$ cat config.mk
export PLATFORM = sky130hd
export DESIGN_NAME = rptr_wsync
export DESIGN_NICKNAME = d
export VERILOG_FILES = /design/src/rtl/rptr_wsync.sv
export SDC_FILE = /design/constraint.sdc
export NUM_CORES = 1
export LEC_CHECK = 0
export BUFFER_PORTS_ARGS = -buffer_cell sky130_fd_sc_hd__buf_4
export CORE_MARGIN = 1
export CORE_UTILIZATION = 50
export CTS_CLUSTER_SIZE = 20
export DETAILED_ROUTE_END_ITERATION = 10
export GPL_TIMING_DRIVEN = 0
export PLACE_DENSITY_LB_ADDON = 0.12
export SLEW_MARGIN = 0
export SYNTH_ARGS = -nofsm -noshare
export SYNTH_HDL_FRONTEND = slang
export SYNTH_SLANG_ARGS = --single-unit
$ cat constraint.sdc
create_clock -name wclk -period 3.3 [get_ports wclk]
set_clock_uncertainty 0.15 [all_clocks]
set_input_delay 0.825 -clock wclk [delete_from_list [all_inputs] [get_ports wclk]]
set_output_delay 0.825 -clock wclk [all_outputs]
set_load 0.02 [all_outputs]
$ cat src/rtl/rptr_wsync.sv
// Carries the Gray read pointer into the write clock domain and derives the write-side level, free count and flags.
// Optional checker: define RPTR_WSYNC_GRAY_CHECK_EN to enable the sticky gray_err protocol check.
module rptr_wsync #(
    parameter int unsigned PTRWIDTH    = 3,
    parameter int unsigned SYNC_STAGES = 2,
    parameter int unsigned AF_THRESH   = 1
) (
    input  logic                wclk,
    input  logic                wrst_n,
    input  logic [PTRWIDTH:0]   g_rptr,
    input  logic [PTRWIDTH:0]   b_wptr,
    output logic [PTRWIDTH:0]   g_rptr_sync,
    output logic [PTRWIDTH:0]   b_rptr_sync,
    output logic [PTRWIDTH:0]   wr_level,
    output logic [PTRWIDTH:0]   wr_free,
    output logic                almost_full,
    output logic                rptr_adv,
    output logic                gray_err
);

    localparam int unsigned PW    = PTRWIDTH + 1;
    localparam int unsigned DEPTH = 1 << PTRWIDTH;
    localparam logic [PW-1:0] DEPTH_P  = PW'(DEPTH);
    localparam logic [PW-1:0] AF_LEVEL = PW'(DEPTH - AF_THRESH);

    function automatic logic [PW-1:0] gray2bin(input logic [PW-1:0] g);
        logic [PW-1:0] b;
        for (int i = 0; i < PW; i++) begin
            b[i] = ^(g >> i);
        end
        return b;
    endfunction

    logic [SYNC_STAGES-1:0][PW-1:0] sync_q;
    logic [SYNC_STAGES:0]           fill_q;
    logic [PW-1:0]                  b_next;
    logic [PW-1:0]                  level_next;

    assign g_rptr_sync = sync_q[SYNC_STAGES-1];

    // Plain flop chain; g_rptr touches nothing but stage 1.
    always_ff @(posedge wclk or negedge wrst_n) begin
        if (!wrst_n) begin
            sync_q <= '0;
        end else begin
            sync_q[0] <= g_rptr;
            for (int i = 1; i < SYNC_STAGES; i++) begin
                sync_q[i] <= sync_q[i-1];
            end
        end
    end

    // fill_q[k] marks that stage k carries a real sample since reset; masks the reset-to-first-sample step.
    always_ff @(posedge wclk or negedge wrst_n) begin
        if (!wrst_n) begin
            fill_q <= '0;
        end else begin
            fill_q <= {fill_q[SYNC_STAGES-1:0], 1'b1};
        end
    end

    always_comb begin
        b_next     = gray2bin(g_rptr_sync);
        level_next = b_wptr - b_next;
    end

    // Level is taken from the same converted pointer that loads b_rptr_sync, so both update together.
    always_ff @(posedge wclk or negedge wrst_n) begin
        if (!wrst_n) begin
            b_rptr_sync <= '0;
            wr_level    <= '0;
            wr_free     <= DEPTH_P;
            almost_full <= 1'b0;
            rptr_adv    <= 1'b0;
        end else begin
            b_rptr_sync <= b_next;
            wr_level    <= level_next;
            wr_free     <= DEPTH_P - level_next;
            almost_full <= (level_next >= AF_LEVEL);
            rptr_adv    <= fill_q[SYNC_STAGES] & (b_next != b_rptr_sync);
        end
    end

`ifdef RPTR_WSYNC_GRAY_CHECK_EN
    logic [PW-1:0] g_diff;
    logic          err_set;

    always_comb begin
        g_diff  = sync_q[SYNC_STAGES-2] ^ sync_q[SYNC_STAGES-1];
        err_set = fill_q[SYNC_STAGES-1]
                & ((|(g_diff & (g_diff - PW'(1)))) | (level_next > DEPTH_P));
    end

    always_ff @(posedge wclk or negedge wrst_n) begin
        if (!wrst_n) begin
            gray_err <= 1'b0;
        end else begin
            gray_err <= gray_err | err_set;
        end
    end
`else
    assign gray_err = 1'b0;
`endif

endmodule

After elaboration in Yosys (flattened, before gate mapping)
Cells that the tools add are included.
{ "word_totals": {"register_bits": 25, "in_bits": 10, "out_inout_bits": 19, "elab_cells": 17} }
{ "classes": {"n_addsub": 2, "magnitude_cmp": 1, "n_eq_ne": 1, "n_bitwise": 1, "reduce_logical": 4} }
{ "ops": {"columns": ["cell", "count"], "rows": [
  ["parity 4 bit", 4],
  [">= comparator 4 x 3 -> 1 bit (second input constant)", 1],
  ["inequality test 4 bit", 1],
  ["subtractor 4 bit", 1],
  ["subtractor 4 bit (first input constant)", 1],
  ["bitwise AND 1 bit", 1]
]} }

Logic depth before layout (Yosys ltp)
Gate-level depths: netlist of run 1.
{ "logic_depth": {"ltp_word": 3, "depth_mapped": 8} }

Least setup slack after synthesis of run 1
No wires, ideal clock.
{ "synth_timing": {"kind": "register to register", "start": "reg sync_q (netlist bit g_rptr_sync[3])", "end": "reg wr_free[3]", "setup_ns": 0.090, "arrival_ns": 2.356, "setup_slack_ns": 0.704, "path_stages_with_launch": 9, "path_cell_list": "dfrtp_1 xnor3_2 xnor2_1 ha_1 inv_1 ha_1 a211o_1 a211oi_2 xnor3_1"} }
{ "synth_between": {"elab_chain_cells": 3, "word_cells_on_any_way": 6, "classes_between": "add/sub (2); reduce/logical (4)"} }
{ "synth_lines": {"columns": ["item", "line_no", "text"], "rows": [
  ["from (decl)", "34", "logic [SYNC_STAGES-1:0][PW-1:0] sync_q;"],
  ["from (signal, indexed assignment)", "48", "sync_q[i] <= sync_q[i-1];"],
  ["parity 4 bit", "29", "b[i] = ^(g >> i);"],
  ["net b_next[0]", "36", "logic [PW-1:0] b_next;"],
  ["subtractor 4 bit", "64", "level_next = b_wptr - b_next;"],
  ["subtractor 4 bit", "78", "wr_free <= DEPTH_P - level_next;"],
  ["to (signal assigned)", "78", null],
  ["to (decl)", "15", "output logic [PTRWIDTH:0] wr_free,"]
]} }
The timed path passes the listed nets, and every way through them passes these cells.

Worst setup path after layout of run 1
Same ends and word-level chain as after synthesis.

==> out/metrics.yaml, run 1 <==
synth_top_cells_by_area: "dfrtp_1 56%, ha_1 6.1%, buf_4 4.4%"
core_um2: 1940
grt_usage_pct: 17.7
syn_area_per_cell_um2: 13.4
vias_per_cell: 4.73
endpoint_kind: "flip-flop"
yosysTopAreaCell: "dfrtp_1"
cts_setup_buffers: 0
max_freq_mhz: 344
cts-htree-levels: 1
drive_gt1_share_pct: 38.9
setup_tns_ps: 0
num_vias: 638
pin_count: 29
placed_cells: 131
drt_iter0_drc: 7
nets: 124
finalMaxSlewViolations: 0
cp_slowest_cell: "xnor3_2"
crit_buf_inv: 1
fin_cells: 135
cts_tree: "built"
cp.arrival_ps: 3000
grt_max_degree: 25
status: "complete, no violations"
dp_hpwl_um: 1140
rsz0062_at_grt: "false"
hold_viol_final: 0
cts_hold_repair.buffers: 0
cts_root_buf: "clkbuf_4"
min_period_ps: 2900
overflow: 0
diodes: 0
syn_nets: 92
drt-pass1-iter-count: 4
antenna_found_initial: 0
critPathMaxStageDelay_ps: 540
p_leak_nw: 0.657
yosysTopAreaCellShare_pct: 56.0
worstPathCellList: "xnor3_2 > xnor2_1 > ha_1 > inv_1 > ha_1 > a211o_1 > a211oi_2 > xnor3_1"
port_buffers: 27
worst-setup-path-type: "flip-flop to flip-flop"
grt_pass1_vias: 578
ys_ff_latch: 24
cts_buffers: 3
rrSetupSlack_ps: 400
synth_area_um2: 1030
cts.repair.resized: 0
cpMostUsedCell: "ha_1"
die_height_um: 47.4
synth_warnings: 0
clk_path_buf_depth: 2
grt_pass1_wl_um: 2490
max-cap-violations: 0
period_share_pct: 88.0
area_growth_pct: 28.1
place_congestion: 0.680
wire_per_inst_um: 12.1
cp-start-kind: "flip-flop"
hold_path.class: "flip-flop to flip-flop"
crit_required_ps: 3400
path_delay_family: "XOR/XNOR gates"
rows: 16
clkLatencyLatePin_ps: 320
initial_utilization_pct: 53.0
cts_sinks: 24
netlist_instances: 77
critPathMaxFanout: 7
finalSetupViolCount: 0
ir_worst_vdd_mv: 0.564
wl_um: 1630
die_x_um: 47.4
p_per_area_nw_per_um2: 657
synth.distinct_cells: 32
post-route-util_pct: 67.8
ys_seq_area_share_pct: 58.5
clkSlewWorstSetupHoldPaths_ps: 130
fp.dieArea_um2: 2240
ant_nets: 0
drc: 0
[layout make-up]
class,count,area [um2]
fill,147,624
sequential,24,602
multi-input combinational,41,359
timing repair buffer,27,203
buffer,6,45.0
tap,27,33.8
clock inverter,1,30.0
clock buffer,3,22.5
inverter,6,22.5
[synthesized netlist by cell type, drive strengths merged]
library cell / number
a211o: 1
a211oi: 1
a21boi: 1
a221oi: 1
a22oi: 1
a31oi: 1
and2: 2
and3: 1
and3b: 1
buf: 6
conb: 2
dfrtp: 23
dfstp: 1
ha: 5
inv: 6
mux2i: 2
nand2: 2
nand2b: 1
nand3: 1
nand3b: 1
nand4: 1
nand4b: 1
nor2: 1
nor2b: 2
o2111ai: 1
o2bb2ai: 1
or2: 1
xnor2: 5
xnor3: 2
xor2: 2
[worst paths after layout]
check	cells after the start	start	endpoint
max in group asynchronous	1	wrst_n	wr_free[3]
min in group asynchronous	1	wrst_n	fill_q[2]
min	0	fill_q[0]	fill_q[1]
max	8	g_rptr_sync[3]	wr_free[3]
min reg2reg	0	fill_q[0]	fill_q[1]
max reg2reg	8	g_rptr_sync[3]	wr_free[3]
[sequential cells by signal, indices dropped and copies added (netlist names)]
name	cells
g_rptr_sync	4
rptr_adv	1
sync_q	4
wr_free	3
almost_full	1
fill_q	3
wr_level	4
b_rptr_sync	4
[cells by family (layout without fill, tap and decap cells)]
| group | count (synthesis) | in the layout | synth area share (%) |
|---|---|---|---|
| DFF | 24 | 24 | 58.5 |
| and+or+nand+nor | 15 | 15 | 9.00 |
| buffers and inverters | 12 | 43 | 6.57 |
| xor gates and xnor gates | 9 | 9 | 10.5 |
| AOI/OAI and AO/OA | 8 | 8 | 6.69 |
| adders and majority gates | 5 | 5 | 6.08 |
| other | 2 | 2 | 0.730 |
| muxes | 2 | 2 | 1.95 |
[power breakdown]
group / switching (mW) / total (mW) / internal, mW / leakage [nW]
clock: 0.0883 / 0.211 / 0.123 / 0.0279
combinational: 0.150 / 0.286 / 0.136 / 0.350
sequential: 0.0204 / 0.369 / 0.348 / 0.279
[placed cells by master (no fill, tap or decap), types with 2 or more instances in the layout]
master / Yosys / routed
xnor2_1: 5 / 5
nor2b_1: 2 / 2
mux2i_1: 2 / 2
clkbuf_4: 0 / 3
xor2_1: 2 / 2
conb_1: 2 / 2
nand2_1: 2 / 2
inv_1: 6 / 6
buf_4: 6 / 33
ha_1: 5 / 5
dfrtp_1: 23 / 23
[routing by layer]
| layer | share of wire, % | vias up | track usage (%) |
|---|---|---|---|
| met1 | 41 | 300 | 20.9 |
| met2 | 49 | 20 | 28.2 |
| met5 | 0 | - | 0 |
| met4 | 3.3 | 0 | 13.7 |
| li1 | - | 314 | - |
| met3 | 6.1 | 4 | 3.46 |
[through the flow]
stage,hold slack (ps),worst slack (ps),area [um2],power (mW)
2_1_floorplan,181,704,1030,0.551
3_3_place_gp,182,446,1260,0.656
3_5_place_dp,185,422,1260,0.663
4_1_cts,215,380,1320,0.874
5_1_grt,222,180,1320,0.911
6_report,215,395,1320,0.866
No activity file was read; power rests on OpenSTA's default activity.
==> run 2: changes to the inputs <==
- CORE_UTILIZATION: 50 -> 40
- clock period: 3.3 -> 2.84 ns (I/O delays scaled with it)
==> out/metrics.yaml, run 2 (synthesized netlist as in run 1, its figures left out) <==
p_total_mw: 1.02  # +17%
drt-pass1-iter-count: 4  # unchanged
fin_cells: 139  # +3.0%
cp.arrival_ps: 2740  # -260 ps
rows: 18  # +2
cts_hold_repair.buffers: 0  # unchanged
min_period_ps: 2640  # -265 ps
finalMaxSlewViolations: 0  # unchanged
endpoint_kind: "flip-flop"
drc: 0  # unchanged
pin_count: 29  # unchanged
vias_per_cell: 4.63  # -2.0%
placed_cell_area_um2: 1270  # +0.30%
fp.dieArea_um2: 2780  # +24%
wl_um: 1680  # +2.8%
worst-setup-path-type: "flip-flop to flip-flop"
pwr-share-comb_pct: 33.4  # +0.4 points
clkSlewWorstSetupHoldPaths_ps: 130  # about the same
diodes: 0  # unchanged
wire_per_inst_um: 12.1  # -0.20%
cts_sinks: 24  # unchanged
grt_pass1_wl_um: 2730  # +9.4%
drive_gt1_share_pct: 44.0  # +5.1 points
p_leak_nw: 0.666  # +1.4%
grt_max_degree: 25  # unchanged
cts_root_buf: "clkbuf_4"
max-cap-violations: 0  # unchanged
p_int_mw: 0.711  # +17%
power_frac_seq_pct: 42.4  # -0.2 points
die_x_um: 52.7  # +11%
ant_nets: 0  # unchanged
rsz0062_at_grt: "false"
initial_utilization_pct: 41.9  # -11 points
max_freq_mhz: 379  # +10%
port_buffers: 27  # unchanged
antenna_found_initial: 0  # unchanged
core_um2: 2450  # +26%
nets: 125  # +0.81%
p_sw_mw: 0.306  # +18%
clkLatencyLatePin_ps: 310  # about the same
final_common_cell: "buf_4"
layout_common_cells: "34 x buf_4, 20 x dfrtp_1, 6 x inv_1"
grt_pass1_vias: 637  # +10%
cts_buffers: 3  # unchanged
clk_path_buf_depth: 2  # unchanged
cp-start-kind: "flip-flop"
place_congestion: 0.766  # +13%
finalSetupViolCount: 0  # unchanged
dp_hpwl_um: 1250  # +9.8%
hold_viol_final: 0  # unchanged
drt_iter0_drc: 6  # -1
cts-htree-levels: 1  # unchanged
critPathMaxFanout: 7  # unchanged
die_height_um: 52.7  # +11%
ir_worst_vdd_mv: 0.484  # -14%
setup_tns_ps: 0  # unchanged
num_vias: 644  # +0.94%
switching_share_pct: 30.1  # +0.17 points
overflow: 0  # unchanged
crit_start: "g_rptr_sync[2]"
r2r_start: "g_rptr_sync[2]"
grt_usage_pct: 14.0  # -3.7 points
status: "complete, no violations"
area_growth_pct: 30.9
clkPwrFrac_pct: 24.2  # -0.2 points
post-route-util_pct: 54.8  # -13 points
cts_tree: "built"
final_cell_area_um2: 1350  # +2.2%
crit_required_ps: 2940  # -460 ps
period_share_pct: 93.0  # +4.9 points
p_per_area_nw_per_um2: 755  # +15%
placed_cells: 134  # +2.3%
hold_path.class: "primary input to asynchronous set/reset pin"
==> run 2: changes by cell type in the layout (fill, tap and decap cells not counted) <==
cell	delta
dfrtp_1	-3
dfrtp_2	+3
a221oi_1	-1
a221oi_2	+1
buf_4	+1
xnor2_1	-1
xnor2_2	+1
==> run 2: timing repair <==
| item | 4_1_cts | 5_1_grt |
|---|---|---|
| gates cloned | 0 | 0 |
| setup endpoints to repair | 1 | 1 |
| buffers inserted | 0 | 1 |
| pin swaps | 0 | 1 |
| hold endpoints to repair | 0 | 0 |
| resized for setup | 1 | 4 |
==> run 2: area by class of cell <==
type	count	area, um2
buffer	6	45.0
clock buffer	3	22.5
clock inverter	1	30.0
fill	235	1110
inverter	6	22.5
multi-input combinational	41	373
sequential	24	606
tap	30	37.5
timing repair buffer	28	210
==> run 2: power by group through the flow <==
stage	logic, mW	registers [mW]	clock network (mW)
2_1_floorplan	0.138	0.502	0
3_5_place_dp	0.336	0.437	0
4_1_cts	0.340	0.432	0.250
5_1_grt	0.371	0.439	0.266
3_3_place_gp	0.330	0.435	0
6_report	0.340	0.431	0.246
==> run 2: stage by stage <==
step	hold WS [ps]	worst slack, ps
after global placement	182	-37.1
after CTS	121	28.2
final	112	200
after global routing	105	11.7
after detailed placement	185	-59.5
after floorplan	181	244
==> run 2: final timing paths <==
path / cells after the start / to / slack, ps
hold / removal: 1 / wr_level[1] / 110
hold reg to reg: 0 / g_rptr_sync[0] / 210
setup / recovery: 8 / wr_free[3] / 200
setup reg to reg: 8 / wr_free[3] / 200
max in group asynchronous: 1 / wr_free[3] / 2150
min in group wclk: 0 / g_rptr_sync[0] / 210
==> run 2: routing by layer <==
layer  part of all wire (%)  vias to the layer above  routed length [um]  GRT usage (%)
met3                    4.9                        4                  82           3.48
met1                     46                      303                 774           17.7
met5                      0                        -                   0              0
met2                     47                       21                 788           22.2
met4                    1.7                        0                  29           7.02
li1                       -                      316                   -              -
==> run 2: worst max-delay path, stage by stage (launching register included) <==
cell,delay [ps]
dfrtp_2,440
xnor3_2,480
xnor2_2,230
ha_1,190
inv_1,90
ha_1,220
a211o_1,300
a211oi_2,240
xnor3_1,240
